**config.mk**
```make
export PLATFORM = sky130hd
export DESIGN_NAME = morse_timed_decoder
export DESIGN_NICKNAME = d
export VERILOG_FILES = /design/src/rtl/morse_timed_decoder.sv
export SDC_FILE = /design/constraint.sdc
export NUM_CORES = 1
export LEC_CHECK = 0
export ABC_CLOCK_PERIOD_IN_PS = 1750
export CAP_MARGIN = 20
export CORE_MARGIN = 10
export CORE_UTILIZATION = 50
export CTS_CLUSTER_DIAMETER = 80
export DETAILED_ROUTE_END_ITERATION = 8
export DONT_BUFFER_PORTS = 1
export PLACE_DENSITY_LB_ADDON = 0.2
export SLEW_MARGIN = 0
export SYNTH_ARGS = -nofsm -noshare
export SYNTH_HDL_FRONTEND = slang
export SYNTH_SLANG_ARGS = --single-unit
```
**constraint.sdc**
```tcl
create_clock -name Clock -period 1.75 [get_ports Clock]
set_input_delay 0.0875 -clock Clock [delete_from_list [all_inputs] [get_ports Clock]]
set_output_delay 0.0875 -clock Clock [all_outputs]
set_load 0.02 [all_outputs]
```
**src/rtl/morse_timed_decoder.sv**
```systemverilog
// Morse key-line decoder: times marks and gaps against UNIT_CYCLES, emits A-Z/0-9 codes.
// valid/err fire LETTER_UNITS*UNIT_CYCLES+1 cycles after the first low cycle; no backpressure.
module morse_timed_decoder #(
  parameter int UNIT_CYCLES   = 1000,
  parameter int DASH_UNITS    = 2,
  parameter int LETTER_UNITS  = 3,
  parameter int WORD_UNITS    = 7,
  parameter int GLITCH_CYCLES = 2,
  parameter int MAX_SYM       = 5,
  parameter int CNT_W         = $clog2(WORD_UNITS*UNIT_CYCLES+1)
) (
  input  logic       Clock,
  input  logic       Reset,
  input  logic       key,
  output logic [5:0] code,
  output logic       valid,
  output logic       err,
  output logic       space,
  output logic       busy
);

  localparam int LEN_W = $clog2(MAX_SYM+1);

  localparam logic [CNT_W-1:0] GLITCH_TH = CNT_W'(GLITCH_CYCLES);
  localparam logic [CNT_W-1:0] DASH_TH   = CNT_W'(DASH_UNITS*UNIT_CYCLES);
  localparam logic [CNT_W-1:0] LETTER_TH = CNT_W'(LETTER_UNITS*UNIT_CYCLES);
  localparam logic [CNT_W-1:0] WORD_TH   = CNT_W'(WORD_UNITS*UNIT_CYCLES);

  typedef enum logic [1:0] {IDLE, MARK, GAP, WGAP} state_t;

  state_t             r_state, w_state_nxt;
  logic [CNT_W-1:0]   r_cnt;
  logic               r_key_q;
  logic [MAX_SYM-1:0] r_sym, w_sym_nxt;
  logic [LEN_W-1:0]   r_len, w_len_nxt;
  logic               r_ovf, w_ovf_nxt;
  logic [5:0]         r_code, w_code_nxt;
  logic               r_valid, w_valid_nxt;
  logic               r_err, w_err_nxt;
  logic               r_space, w_space_nxt;

  logic               w_dash;
  logic [6:0]         w_lut;
  logic               w_hit;

  // Returns {hit, code} for a (length, pattern) pair; dots are 0, dashes 1, last symbol at LSB.
  function automatic logic [6:0] f_lut(input logic [2:0] l, input logic [4:0] s);
    logic [6:0] r;
    r = 7'd0;
    case ({l, s})
      8'b001_00000: r = {1'b1, 6'd4};
      8'b001_00001: r = {1'b1, 6'd19};
      8'b010_00000: r = {1'b1, 6'd8};
      8'b010_00001: r = {1'b1, 6'd0};
      8'b010_00010: r = {1'b1, 6'd13};
      8'b010_00011: r = {1'b1, 6'd12};
      8'b011_00000: r = {1'b1, 6'd18};
      8'b011_00001: r = {1'b1, 6'd20};
      8'b011_00010: r = {1'b1, 6'd17};
      8'b011_00011: r = {1'b1, 6'd22};
      8'b011_00100: r = {1'b1, 6'd3};
      8'b011_00101: r = {1'b1, 6'd10};
      8'b011_00110: r = {1'b1, 6'd6};
      8'b011_00111: r = {1'b1, 6'd14};
      8'b100_00000: r = {1'b1, 6'd7};
      8'b100_00001: r = {1'b1, 6'd21};
      8'b100_00010: r = {1'b1, 6'd5};
      8'b100_00100: r = {1'b1, 6'd11};
      8'b100_00110: r = {1'b1, 6'd15};
      8'b100_00111: r = {1'b1, 6'd9};
      8'b100_01000: r = {1'b1, 6'd1};
      8'b100_01001: r = {1'b1, 6'd23};
      8'b100_01010: r = {1'b1, 6'd2};
      8'b100_01011: r = {1'b1, 6'd24};
      8'b100_01100: r = {1'b1, 6'd25};
      8'b100_01101: r = {1'b1, 6'd16};
      8'b101_11111: r = {1'b1, 6'd26};
      8'b101_01111: r = {1'b1, 6'd27};
      8'b101_00111: r = {1'b1, 6'd28};
      8'b101_00011: r = {1'b1, 6'd29};
      8'b101_00001: r = {1'b1, 6'd30};
      8'b101_00000: r = {1'b1, 6'd31};
      8'b101_10000: r = {1'b1, 6'd32};
      8'b101_11000: r = {1'b1, 6'd33};
      8'b101_11100: r = {1'b1, 6'd34};
      8'b101_11110: r = {1'b1, 6'd35};
      default:      r = 7'd0;
    endcase
    return r;
  endfunction

  // Duration of the current key level; first cycle of a new level reads 1.
  always_ff @(posedge Clock) begin
    if (Reset) begin
      r_cnt   <= '0;
      r_key_q <= 1'b0;
    end else begin
      r_key_q <= key;
      if (key != r_key_q)
        r_cnt <= CNT_W'(1);
      else if (r_cnt != '1)
        r_cnt <= r_cnt + 1'b1;
    end
  end

  assign w_dash = (r_cnt >= DASH_TH);
  assign w_lut  = f_lut(r_len[2:0], r_sym[4:0]);
  assign w_hit  = w_lut[6] && (r_len <= LEN_W'(5));

  always_ff @(posedge Clock) begin
    if (Reset) begin
      r_state <= IDLE;
      r_sym   <= '0;
      r_len   <= '0;
      r_ovf   <= 1'b0;
      r_code  <= '0;
      r_valid <= 1'b0;
      r_err   <= 1'b0;
      r_space <= 1'b0;
    end else begin
      r_state <= w_state_nxt;
      r_sym   <= w_sym_nxt;
      r_len   <= w_len_nxt;
      r_ovf   <= w_ovf_nxt;
      r_code  <= w_code_nxt;
      r_valid <= w_valid_nxt;
      r_err   <= w_err_nxt;
      r_space <= w_space_nxt;
    end
  end

  always_comb begin
    w_state_nxt = r_state;
    w_sym_nxt   = r_sym;
    w_len_nxt   = r_len;
    w_ovf_nxt   = r_ovf;
    w_code_nxt  = r_code;
    w_valid_nxt = 1'b0;
    w_err_nxt   = 1'b0;
    w_space_nxt = 1'b0;
    case (r_state)
      IDLE: begin
        if (key)
          w_state_nxt = MARK;
      end
      MARK: begin
        if (!key) begin
          if (r_cnt < GLITCH_TH) begin
            w_state_nxt = (r_len != '0) ? GAP : IDLE;
          end else begin
            if (r_len == LEN_W'(MAX_SYM)) begin
              w_ovf_nxt = 1'b1;
            end else begin
              w_sym_nxt = {r_sym[MAX_SYM-2:0], w_dash};
              w_len_nxt = r_len + 1'b1;
            end
            w_state_nxt = GAP;
          end
        end
      end
      GAP: begin
        // A key rise on the threshold cycle still closes the pending letter.
        if (r_cnt >= LETTER_TH) begin
          if (r_ovf || !w_hit) begin
            w_err_nxt = 1'b1;
          end else begin
            w_valid_nxt = 1'b1;
            w_code_nxt  = w_lut[5:0];
          end
          w_sym_nxt   = '0;
          w_len_nxt   = '0;
          w_ovf_nxt   = 1'b0;
          w_state_nxt = key ? MARK : WGAP;
        end else if (key) begin
          w_state_nxt = MARK;
        end
      end
      WGAP: begin
        if (key) begin
          w_state_nxt = MARK;
        end else if (r_cnt >= WORD_TH) begin
          w_space_nxt = 1'b1;
          w_state_nxt = IDLE;
        end
      end
      default: w_state_nxt = IDLE;
    endcase
  end

  assign code  = r_code;
  assign valid = r_valid;
  assign err   = r_err;
  assign space = r_space;
  assign busy  = (r_state == MARK) || (r_state == GAP);

endmodule

```
**After elaboration in Yosys (flattened, before gate mapping)**

Cells that the tools add are included.

- Register bits: 34
- Input port bits: 3
- Output and inout port bits: 10
- Logic and storage cells: 115

- Add/subtract/negate cells: 2
- Magnitude comparators: 5
- Equal/unequal tests: 48
- Multiplexer cells: 30
- Bitwise gates (word level): 4
- Reductions and logical operators: 15

Operator list:

| cell | count |
|---|---|
| $pmux W7 S36 | 1 |
| $eq A8 B8 Y1 const B | 22 |
| $eq A8 B7 Y1 const B | 12 |
| $mux W5 | 4 |
| $eq A8 B6 Y1 const B | 2 |
| $mux W2 | 8 |
| $add A13 B1 Y13 const B | 1 |
| $ge A13 B11 Y1 const B | 1 |
| $ge A13 B12 Y1 const B | 1 |
| $ge A13 B13 Y1 const B | 1 |
| $lt A13 B2 Y1 const B | 1 |
| $ne A13 B13 Y1 const B | 1 |
| $mux W3 | 4 |
| $ne A2 B2 Y1 const B | 5 |
| $pmux W5 S2 | 1 |
| $reduce_and A5 Y1 | 2 |
| $mux W1 | 9 |
| $pmux W2 S4 | 1 |
| $pmux W3 S2 | 1 |
| $reduce_or A3 Y1 | 2 |
| $eq A2 B2 Y1 const B | 2 |
| $not A1 Y1 | 4 |
| $reduce_bool A2 Y1 | 2 |
| $add A3 B1 Y3 const B | 1 |
| other kinds (14) | 15 |

**Logic depth before layout (Yosys ltp)**

Gate-level depths: netlist (run 1).

- Depth in word-level cells: 7
- Depth in mapped cells: 8
- Gate-level depth less buffers: 7

**Worst setup path before layout (run 1)**

No wires, ideal clock.

- Path kind: flip-flop to flip-flop
- From: register r_len[1]
- To: register r_code[5], in the netlist code[5]
- Library setup time: 115 ps
- Data arrival time: 1785 ps
- Required time: 1635 ps
- Setup slack: -151 ps
- Stages on the path, launching flop included: 8
- Buffers on the path: 1
- Clock period less this slack: 1901 ps
- Cells stage by stage: dfxtp_1 -> buf_2 -> inv_1 -> ha_1 -> o31a_1 -> and3_2 -> and3_1 -> a31o_1

- Cells in the longest elaborated chain, start to end: 7
- Elaborated cells on any way between the ends: 43
- Classes of those cells: order compare (1); eq/ne (36); mux (1); bitwise (1); reduce/logical (4)

RTL lines:

| what | RTL line | source |
|---|---|---|
| start: declaration | 35 | `logic [LEN_W-1:0] r_len, w_len_nxt;` |
| start signal: assignment | 123 | `r_len <= w_len_nxt;` |
| $eq A8 B8 Y1 (tied with other cells) | 50 | `case ({l, s})` |
| $pmux W7 S36 | 50 |  |
| $logic_and A1 B1 Y1 | 108 | `assign w_hit = w_lut[6] && (r_len <= LEN_W'(5));` |
| $logic_not A1 Y1 | 164 | `if (r_ovf \|\| !w_hit) begin` |
| $logic_or A1 B1 Y1 | 164 |  |
| $not A1 Y1 (no source line) | - |  |
| $reduce_and A3 Y1 (no source line) | - |  |
| end signal: assignment | 125 | `r_code <= w_code_nxt;` |
| end: declaration | 37 | `logic [5:0] r_code, w_code_nxt;` |

Several ways; a longest one is shown, not always the timed one.
A chain may end at the register's enable or synchronous reset.

**Final worst setup path (run 1)**

- From: register r_len[2]
- To: register r_code[0], in the netlist code[0]

The elaborated chain is that of the path after synthesis.

==> run_results.csv, run 1 <==
group,metric,value,unit
clocking,clk_pin_slew,0.08,ns
worst_setup_path,r2r_end,"code[0]$_SDFFE_PP0P_",
final_layout,final_cell_mix,"buf_4, nor2_1, dfxtp_1, nand2_1, a21oi_1",
placement,dpl-instance-area,2990,um2
synthesis,synth_cell_type_count,67,
die,die_x,89.6,um
worst_setup_path,critPathMaxFanout,5,
die,start_util,51.3,%
synthesis,synth_fp_nets,316,
routing,first_pass_iters,5,
routing,vias_per_cell,6.20,
final_layout,fin_area,3550,um2
timing,setup_slack,-0.198,ns
clocking,cts_inserted_buffers,5,
placement,globalplace.congestion,1.00,
synthesis,synth_edf_count,0,
timing,finalCriticalPeriod,1.95,ns
worst_setup_path,start_kind,"flip-flop",
final_layout,nNetsFinal,390,
clocking,numClockSinks,34,
clocking,cts_root_buf,"clkbuf_8",
synthesis,synth_top_area_share,28.1,%
placement,portBuffers,0,
timing,tightest_slew,0.691,ns
timing,setup_violations,8,
placement,dp_slack,-0.291,ns
synthesis,ys_ff_latch,34,
pwr,pwr-share-comb,22.9,%
pwr,p_int,1.60,mW
routing,drt-total-wl,8.25,mm
clocking,cts_tree,"yes",
global_route,grt_pass1_wl,12.3,mm
synthesis,async_reset_ff_share,0,%
pwr,power.switching,0.613,mW
routing,drt_iter0_drc,280,
final_layout,antennaDiodeCount,0,
timing,rsz0062_at_grt,"yes",
routing,ant_nets,0,
die,core,4720,um2
worst_hold_path,hold_path.class,"input pin to flip-flop",
die,fp.dieH,89.6,um
synthesis,netlist_area,2420,um2
final_layout,fill_cells,315,
global_route,globalRouteTotalUtil,19.5,%
synthesis,synth_top_flop_cell,"dfxtp_1",
global_route,gr-total-overflow,0,
outcome,status,"finished, violations left",
timing,min_period_over_period,111,%
worst_setup_path,arrival,2.13,ns
placement,dpl.hpwl,5.25,mm
flow_run,cap_violations,0,
timing,fin_setup_tns,-1.04,ns
die,num_io_pins,13,
synthesis,seq_area_frac_synth,28.1,%
timing,fmax,0.513,GHz
synthesis,synth_area_leaders,"dfxtp_1, nor2_1, ha_1, mux2i_1, a21oi_1",
die,rows,25,
final_layout,layout_commonest_cell,"buf_4",
final_layout,area_growth,46.6,%
synthesis,syn_avg_cell_area,7.97,um2
worst_hold_path,min_from,"key",
synthesis,synth_warnings,0,
pwr,power.leakage,1.48,nW
pwr,swShare,27.7,%
worst_setup_path,required,1.93,ns
die,die-area,8030,um2
timing,relSlewSlack,53.8,%
timing,final_max_slew_viol_count,0,
clocking,worstSkewPairLatency,0.30,ns
global_route,grt_pass1_vias,2583,
worst_setup_path,r2r_cells,10,
clocking,ctsLongestPathBuffers,2,
worst_setup_path,cp-end-kind,"flip-flop",
routing,drc,0,
pwr,p_clk_share,40.3,%
global_route,grt_antenna_before_repair,0,
clocking,htree_levels,2,
synthesis,syn_inst,304,
routing,routedWlPerCell,18.5,um
timing,finalClockSkew,0.00874,ns
global_route,grt_max_degree,16,
outcome,violations,"negative setup slack",
pwr,p_per_area,622,nW/um2
worst_setup_path,worstSetupPathType,"flip-flop to flip-flop",
worst_setup_path,r2r-start,"r_len[2]$_SDFFE_PP0P_",
worst_setup_path,rrSetupSlack,-0.20,ns
final_layout,drive_gt1_share,41.4,%
pwr,seqPwrFrac,36.7,%
worst_hold_path,worstHoldEndpoint,"r_state[1]$_SDFFE_PP0P_",
synthesis,yosysTopAreaCell,"dfxtp_1",
worst_hold_path,hold_path_depth,3,
pwr,ir_drop,0.000555,V
timing,hold_viol,0,
routing,via_count,2765,
[per-layer routing]
metal  vias up  GRT usage, %  wire (um)
met5         -             0          0
met1      1296          23.5       3250
met2       164          33.2       3860
li1       1249             -          -
met4         0          7.80        416
met3        56          3.97        718
[layout make-up]
cell class | count | area (um2) | area share, %
inverters | 14 | 52.6 | 1.48
clock inverters | 3 | 68.8 | 1.94
multi-input cells | 233 | 1830 | 51.5
repair buffers | 90 | 733 | 20.6
clock buffers | 5 | 68.8 | 1.94
flip-flops and latches | 34 | 714 | 20.1
well taps | 67 | 83.8 | 2.36
[how the worst max path moves through the flow]
stage	from	to	slack, ns	depth (start not counted)
after floorplan	r_len[1]$_SDFFE_PP0P_	code[5]$_SDFFE_PP0P_	-0.02	7
after global placement	r_sym[1]$_SDFFE_PP0P_	code[1]$_SDFFE_PP0P_	-0.29	6
after detailed placement	r_sym[2]$_SDFFE_PP0P_	code[2]$_SDFFE_PP0P_	-0.29	5
after CTS	r_len[1]$_SDFFE_PP0P_	code[0]$_SDFFE_PP0P_	-0.14	7
after global routing	r_len[2]$_SDFFE_PP0P_	code[0]$_SDFFE_PP0P_	-0.32	10
final	r_len[2]$_SDFFE_PP0P_	code[0]$_SDFFE_PP0P_	-0.20	10
[Yosys cell counts, types with 7 or more instances]
master     n
nand2b_1  10
dfxtp_1   34
ha_1       9
xor2_1     9
inv_1     13
nor3_1    10
clkbuf_1   7
nand3_1   17
nor2b_1    9
buf_2     11
nand2_1   18
mux2i_1   10
a21oi_1   18
nor2_1    33
[critical path, cell delays in order (launching register included)]
cell and delay (ns):
dfxtp_2 0.33, buf_4 0.13, buf_4 0.13, inv_1 0.14
buf_4 0.14, buf_4 0.14, o32ai_2 0.10, a221oi_1 0.37
a31oi_1 0.07, o21ai_1 0.19, mux2i_1 0.09
[registers in the layout, indices dropped and copies added (netlist names)]
register,cells
code,6
err,1
r_cnt,13
r_key_q,1
r_len,3
r_ovf,1
r_state,2
r_sym,5
space,1
valid,1
[kinds of logic after synthesis]
logic type / Yosys count / share of synthesized area (%)
AO/OA/AOI/OAI: 69 / 21.3
multiplexers: 11 / 4.60
flip-flops: 34 / 28.1
adder cells (fa/ha/maj): 9 / 4.65
AND/OR/NAND/NOR: 129 / 28.9
XOR/XNOR: 14 / 5.06
buffers and inverters: 38 / 7.33
[stage by stage]
stage	total power [mW]	util (%)	hold slack, ns	std cells
after floorplan	1.09	-	0.374	304
after global placement	1.20	63.3	0.156	424
after detailed placement	1.21	63.3	0.159	424
after CTS	2.16	71.8	0.0391	444
after global routing	2.29	75.2	0.0647	446
final	2.21	75.2	0.0428	446
[power by group through the flow]
stage / clock, mW / sequential, mW / combinational (mW)
after floorplan: 0 / 0.829 / 0.265
after global placement: 0 / 0.834 / 0.370
after detailed placement: 0 / 0.835 / 0.379
after CTS: 0.896 / 0.810 / 0.455
after global routing: 0.926 / 0.815 / 0.544
final: 0.891 / 0.812 / 0.506
[repair_timing]
action | in CTS | in global routing
hold buffers | 2 | 0
setup endpoints to repair | 20 | 25
resized for setup | 36 | 31
endpoints found under the hold margin | 15 | 0
pin swaps | 9 | 11
cloned | 1 | 0
setup buffers | 9 | 3
Power figures use the tool's default switching activity.
==> run 2, diff against run 1 <==
--- a/config.mk
+++ b/config.mk
@@ -6,12 +6,12 @@
 export NUM_CORES = 1
 export LEC_CHECK = 0
 export ABC_CLOCK_PERIOD_IN_PS = 1750
+export BUFFER_PORTS_ARGS = -buffer_cell sky130_fd_sc_hd__buf_2
 export CAP_MARGIN = 20
 export CORE_MARGIN = 10
 export CORE_UTILIZATION = 50
 export CTS_CLUSTER_DIAMETER = 80
 export DETAILED_ROUTE_END_ITERATION = 8
-export DONT_BUFFER_PORTS = 1
 export PLACE_DENSITY_LB_ADDON = 0.2
 export SLEW_MARGIN = 0
 export SYNTH_ARGS = -nofsm -noshare
==> run 2 against run 1 <==
The flow still finishes with violations (negative setup slack). Non-clock buffer count grew 7. Hold slack gained 0.074 ns. Fmax grew 2.1%. First-iteration DRC count shrank 29%. Final cell count grew 1.6%. Core utilization grew 0.58 points. Combinational power shrank 1%. Clock skew grew 0.0043 ns. Sequential cell count is the same. Critical path type unchanged. Critical endpoint unchanged. Largest power group is now registers.
==> run_results.csv, run 2 (synthesized netlist as in run 1, its figures left out) <==
group,metric,value,unit
global_route,grt_util_met1,21.3,%
clocking,worstSkewPairLatency,0.30,ns
pwr,power.leakage,1.48,nW
timing,hold_viol,0,
worst_setup_path,r2r_end,"code[0]$_SDFFE_PP0P_",
flow_run,cap_violations,0,
routing,ant_nets,0,
worst_setup_path,cp.depth,6,
timing,fmax,0.524,GHz
worst_setup_path,r2r_cells,6,
die,num_io_pins,13,
pwr,design_power_total,2.07,mW
routing,drc,0,
placement,globalplace.congestion,0.933,
timing,final_max_slew_viol_count,0,
timing,rsz0062_at_grt,"yes",
global_route,grt.busiest_layer,"met2",
outcome,status,"finished, violations left",
routing,drt-total-wl,7.92,mm
worst_setup_path,arrival,2.14,ns
clocking,cts_hold_buffers,0,
final_layout,top_register,"r_cnt",
worst_setup_path,crit_buf_inv,1,
final_layout,largest_reg_flops,13,
worst_hold_path,hold_path_depth,2,
timing,relSlewSlack,68.3,%
clocking,cts_root_buf,"clkbuf_8",
final_layout,final_cell_mix,"buf_4, nor2_1, dfxtp_1, nand2_1, nand3_1",
timing,tightest_slew,0.471,ns
routing,via_count,2620,
final_layout,nNetsFinal,397,
clocking,cts_tree,"yes",
final_layout,layout_commonest_cell,"buf_4",
clocking,numClockSinks,34,
worst_setup_path,rrSetupSlack,-0.16,ns
worst_hold_path,worstHoldEndpoint,"r_key_q$_SDFF_PP0_",
die,die_x,89.6,um
timing,fin_setup_tns,-1.00,ns
pwr,ir_drop,0.000569,V
worst_hold_path,min_from,"key",
routing,first_pass_iters,4,
global_route,grtUsageMet2,35.8,%
worst_setup_path,required,1.98,ns
final_layout,drive_gt1_share,44.3,%
routing,drt_iter0_drc,200,
final_layout,fin_area,3580,um2
routing,routedWlPerCell,17.5,um
worst_hold_path,hold_path.class,"input pin to flip-flop",
die,die-area,8030,um2
timing,setup_slack,-0.158,ns
final_layout,antennaDiodeCount,0,
worst_setup_path,worstSetupPathType,"flip-flop to flip-flop",
timing,setup_violations,8,
final_layout,area_growth,47.7,%
global_route,gr-total-overflow,0,
global_route,grtUsageMet3,3.07,%
timing,finalClockSkew,0.0131,ns
clocking,clk_pin_slew,0.08,ns
placement,portBuffers,12,
worst_setup_path,cp-end-kind,"flip-flop",
clocking,cts_inserted_buffers,5,
worst_setup_path,cpMaxStageDelayCell,"or4_4",
global_route,grt_pass1_vias,2564,
worst_setup_path,slowest_delay,0.59,ns
die,rows,25,
die,start_util,51.3,%
outcome,violations,"negative setup slack",
global_route,globalRouteTotalUtil,19.3,%
placement,dpl-instance-area,3030,um2
placement,dpl.hpwl,5.22,mm
global_route,grt_antenna_before_repair,0,
worst_setup_path,critPathMaxFanout,6,
clocking,ctsLongestPathBuffers,2,
die,core,4720,um2
worst_setup_path,cp_cell_sequence,"buf_6 > a31oi_4 > o41ai_4 > or4_4 > o21ai_4 > mux2i_1",
timing,finalCriticalPeriod,1.91,ns
routing,vias_per_cell,5.78,
placement,dp_slack,-0.270,ns
global_route,grt_max_degree,16,
global_route,grt_pass1_wl,12.2,mm
die,fp.dieH,89.6,um
worst_setup_path,r2r-start,"r_len[0]$_SDFFE_PP0P_",
clocking,htree_levels,2,
final_layout,post-route-util,75.8,%
timing,min_period_over_period,109,%
pwr,p_per_area,579,nW/um2
worst_setup_path,critPathTopFamily,"simple AND/OR/NAND/NOR gates",
worst_setup_path,start_kind,"flip-flop",
==> run 2: cell types whose count changed in the layout (fill, tap and decap cells not counted), sizes merged <==
cell	before	now
buf	88	97
clkinvlp	0	2
clkinv	2	1
dlygate4sd3	2	0
bufinv	2	1
==> run 2: worst reg2reg max path: cells and delay by family (launching register included) <==
kind                   cells  cell delay (ns)
AOI/OAI and AO/OA          3             0.53
and+or+nand+nor            1             0.59
buffers and inverters      1             0.13
DFF                        1             0.39
muxes                      1             0.20
==> run 2: through the flow <==
step	hold WS [ns]	instances
6_report	0.117	453
5_1_grt	0.127	453
4_1_cts	0.101	450
3_5_place_dp	0.427	437
3_3_place_gp	0.423	437
2_1_floorplan	0.374	304
==> run 2: worst max-delay path by stage <==
stage,slack [ns],startpoint,endpoint
finish,-0.16,r_len[0]$_SDFFE_PP0P_,code[0]$_SDFFE_PP0P_
global route,-0.27,r_len[1]$_SDFFE_PP0P_,code[2]$_SDFFE_PP0P_
CTS,-0.13,r_sym[4]$_SDFFE_PP0P_,code[2]$_SDFFE_PP0P_
detailed placement,-0.27,r_sym[4]$_SDFFE_PP0P_,code[2]$_SDFFE_PP0P_
global placement,-0.21,r_sym[4]$_SDFFE_PP0P_,code[2]$_SDFFE_PP0P_
floorplan,-0.02,r_len[1]$_SDFFE_PP0P_,code[5]$_SDFFE_PP0P_
==> run 2: cell type report <==
class	count	area [um2]
clock inverter	3	45.0
tap	67	83.8
inverter	14	52.6
fill	340	1140
multi-input combinational	233	1880
clock buffer	5	68.8
timing repair buffer	97	739
sequential	34	711
==> run 2: power by group <==
group | switching, mW | internal [mW]
clock network | 0.333 | 0.424
registers | 0.0267 | 0.789
logic | 0.281 | 0.220
total | 0.641 | 1.43
==> run 2: timing repair <==
item / CTS / global route
setup endpoints to repair: 20 / 27
buffers inserted: 6 / 2
pin swaps: 11 / 6
gates cloned: 0 / 1
gates resized for setup: 50 / 33
==> run 2: per-layer routing <==
metal	part of all wire, %	wire length (um)
met1	40	3130
met2	51	4050
met3	5.5	437
met4	3.8	297
met5	0	0
==> run 3, diff against run 2 <==
--- a/config.mk
+++ b/config.mk
@@ -13,6 +13,7 @@
 export CTS_CLUSTER_DIAMETER = 80
 export DETAILED_ROUTE_END_ITERATION = 8
 export PLACE_DENSITY_LB_ADDON = 0.2
+export RECOVER_POWER = 100
 export SLEW_MARGIN = 0
 export SYNTH_ARGS = -nofsm -noshare
 export SYNTH_HDL_FRONTEND = slang
==> run 3 against run 2 <==
The flow still finishes with violations (negative setup slack). Via count is 0.76% higher. First-iteration DRC count is 5.5% lower. Critical path depth is 1 higher. Wire length is 0.93% lower. Register-to-register slack hardly changed. Die area stayed put. Sequential share of layout area is 0.21 points higher. Critical path type unchanged. Largest cell class unchanged. Highest routed layer unchanged.
==> run_results.csv, run 3 (synthesized netlist as in run 1, its figures left out) <==
group,metric,value,unit
clocking,numClockSinks,34,
routing,routedWlPerCell,17.3,um
routing,vias_per_cell,5.83,
global_route,grt_pass1_wl,12.2,mm
pwr,ir_drop,0.000568,V
die,start_util,51.3,%
pwr,power.leakage,1.44,nW
timing,final_max_slew_viol_count,0,
clocking,clk_pin_slew,0.09,ns
outcome,violations,"negative setup slack",
final_layout,fin_area,3540,um2
pwr,swShare,30.8,%
global_route,globalRouteTotalUtil,19.3,%
clocking,cts_hold_buffers,0,
timing,fmax,0.522,GHz
global_route,grt_antenna_before_repair,0,
worst_setup_path,r2r-start,"r_sym[1]$_SDFFE_PP0P_",
final_layout,post-route-util,75.0,%
final_layout,final_cell_mix,"buf_4, nor2_1, dfxtp_1, nand3_1",
routing,ant_nets,0,
worst_setup_path,crit_start,"r_sym[1]$_SDFFE_PP0P_",
die,num_io_pins,13,
worst_hold_path,hold_path.class,"input pin to flip-flop",
routing,first_pass_iters,4,
pwr,seqPwrFrac,39.4,%
outcome,status,"finished, violations left",
die,fp.dieH,89.6,um
clocking,worstSkewPairLatency,0.30,ns
routing,drt-total-wl,7.85,mm
timing,setup_slack,-0.165,ns
pwr,p_int,1.43,mW
clocking,htree_levels,2,
final_layout,top_register,"r_cnt",
worst_setup_path,critPathMaxFanout,7,
routing,drc,0,
routing,via_count,2640,
timing,fin_setup_tns,-1.18,ns
global_route,grt_max_degree,16,
timing,finalClockSkew,0.0133,ns
placement,dpl.hpwl,5.22,mm
worst_setup_path,worstSetupPathType,"flip-flop to flip-flop",
routing,drt_iter0_drc,189,
worst_setup_path,endpoint,"code[0]$_SDFFE_PP0P_",
final_layout,area_growth,46.2,%
pwr,p_per_area,584,nW/um2
placement,dp_slack,-0.270,ns
pwr,p_clk_share,36.6,%
die,die-area,8030,um2
global_route,gr-total-overflow,0,
timing,hold_viol,0,
final_layout,antennaDiodeCount,0,
die,die_x,89.6,um
final_layout,nNetsFinal,397,
pwr,power.switching,0.637,mW
die,rows,25,
placement,dpl-instance-area,3030,um2
timing,tightest_slew,0.464,ns
worst_setup_path,required,1.98,ns
clocking,cts_tree,"yes",
final_layout,fill_cells,352,
flow_run,cap_violations,0,
clocking,ctsLongestPathBuffers,2,
timing,rsz0062_at_grt,"yes",
timing,relSlewSlack,68.8,%
worst_setup_path,start_kind,"flip-flop",
die,core,4720,um2
placement,portBuffers,12,
final_layout,largest_reg_flops,13,
clocking,cts_root_buf,"clkbuf_8",
final_layout,layout_commonest_cell,"buf_4",
worst_setup_path,cp-end-kind,"flip-flop",
pwr,pwr-share-comb,24.0,%
timing,finalCriticalPeriod,1.92,ns
worst_setup_path,rrSetupSlack,-0.17,ns
timing,min_period_over_period,109,%
timing,setup_violations,12,
placement,globalplace.congestion,0.933,
final_layout,drive_gt1_share,40.4,%
clocking,cts_inserted_buffers,5,
global_route,grt_pass1_vias,2564,
worst_setup_path,r2r_end,"code[0]$_SDFFE_PP0P_",
worst_setup_path,arrival,2.14,ns
worst_setup_path,r2r_cells,7,
[run 3: cell count changes in the layout (fill, tap and decap cells not counted), sizes merged]
cell / before / now
buf: 97 / 86
clkbuf: 5 / 16
[run 3: area by class of cell]
class                           count  area [um2]  share of cell area, %
Multi-Input combinational cell    233        1860                   52.4
Timing Repair Buffer               97         723                   20.4
Sequential cell                    34         711                   20.1
Tap cell                           67        83.8                   2.37
Clock buffer                        5        68.8                   1.94
Inverter                           14        52.6                   1.48
Clock inverter                      3        45.0                   1.27
[run 3: how the worst min path moves through the flow]
stage               start                  to  slack, ns  depth (start not counted)
floorplan           Reset  r_key_q$_SDFF_PP0_       0.37                          2
global placement      key  r_key_q$_SDFF_PP0_       0.42                          2
detailed placement    key  r_key_q$_SDFF_PP0_       0.43                          2
CTS                   key  r_key_q$_SDFF_PP0_       0.10                          2
global route          key  r_key_q$_SDFF_PP0_       0.12                          2
finish                key  r_key_q$_SDFF_PP0_       0.11                          2
[run 3: metrics by stage]
stage | hold WS, ns | power [mW] | std cells
final | 0.109 | 2.07 | 453
after floorplan | 0.374 | 1.09 | 304
after global placement | 0.423 | 1.21 | 437
after detailed placement | 0.427 | 1.23 | 437
after CTS | 0.101 | 2.02 | 450
after global routing | 0.122 | 2.15 | 453
[run 3: routing by layer]
layer  track usage (%)  wire length (um)
met1              21.3              3120
met2              35.8              4000
met3              3.07               406
met4              7.80               318
met5                 0                 0
[run 3: critical path, cell delays in order (launching register included)]
cell,delay [ns]
dfxtp_4,0.39
buf_6,0.13
nor2_1,0.06
a21oi_1,0.14
nor3_1,0.11
or4_4,0.57
o21ai_4,0.23
mux2i_1,0.20
[run 3: what timing repair did]
| item | 4_1_cts | 5_1_grt |
|---|---|---|
| cloned | 0 | 1 |
| gates resized for setup | 50 | 33 |
| buffers inserted | 6 | 2 |
| hold endpoints to repair | 0 | 0 |
| endpoints found under the setup margin | 20 | 27 |
| pin swaps | 11 | 6 |
[run 3: power by group through the flow]
| stage | Clock (mW) | Combinational, mW | Sequential (mW) |
|---|---|---|---|
| global route | 0.793 | 0.539 | 0.818 |
| floorplan | 0 | 0.265 | 0.829 |
| detailed placement | 0 | 0.395 | 0.830 |
| global placement | 0 | 0.384 | 0.829 |
| CTS | 0.761 | 0.450 | 0.813 |
| finish | 0.756 | 0.496 | 0.815 |
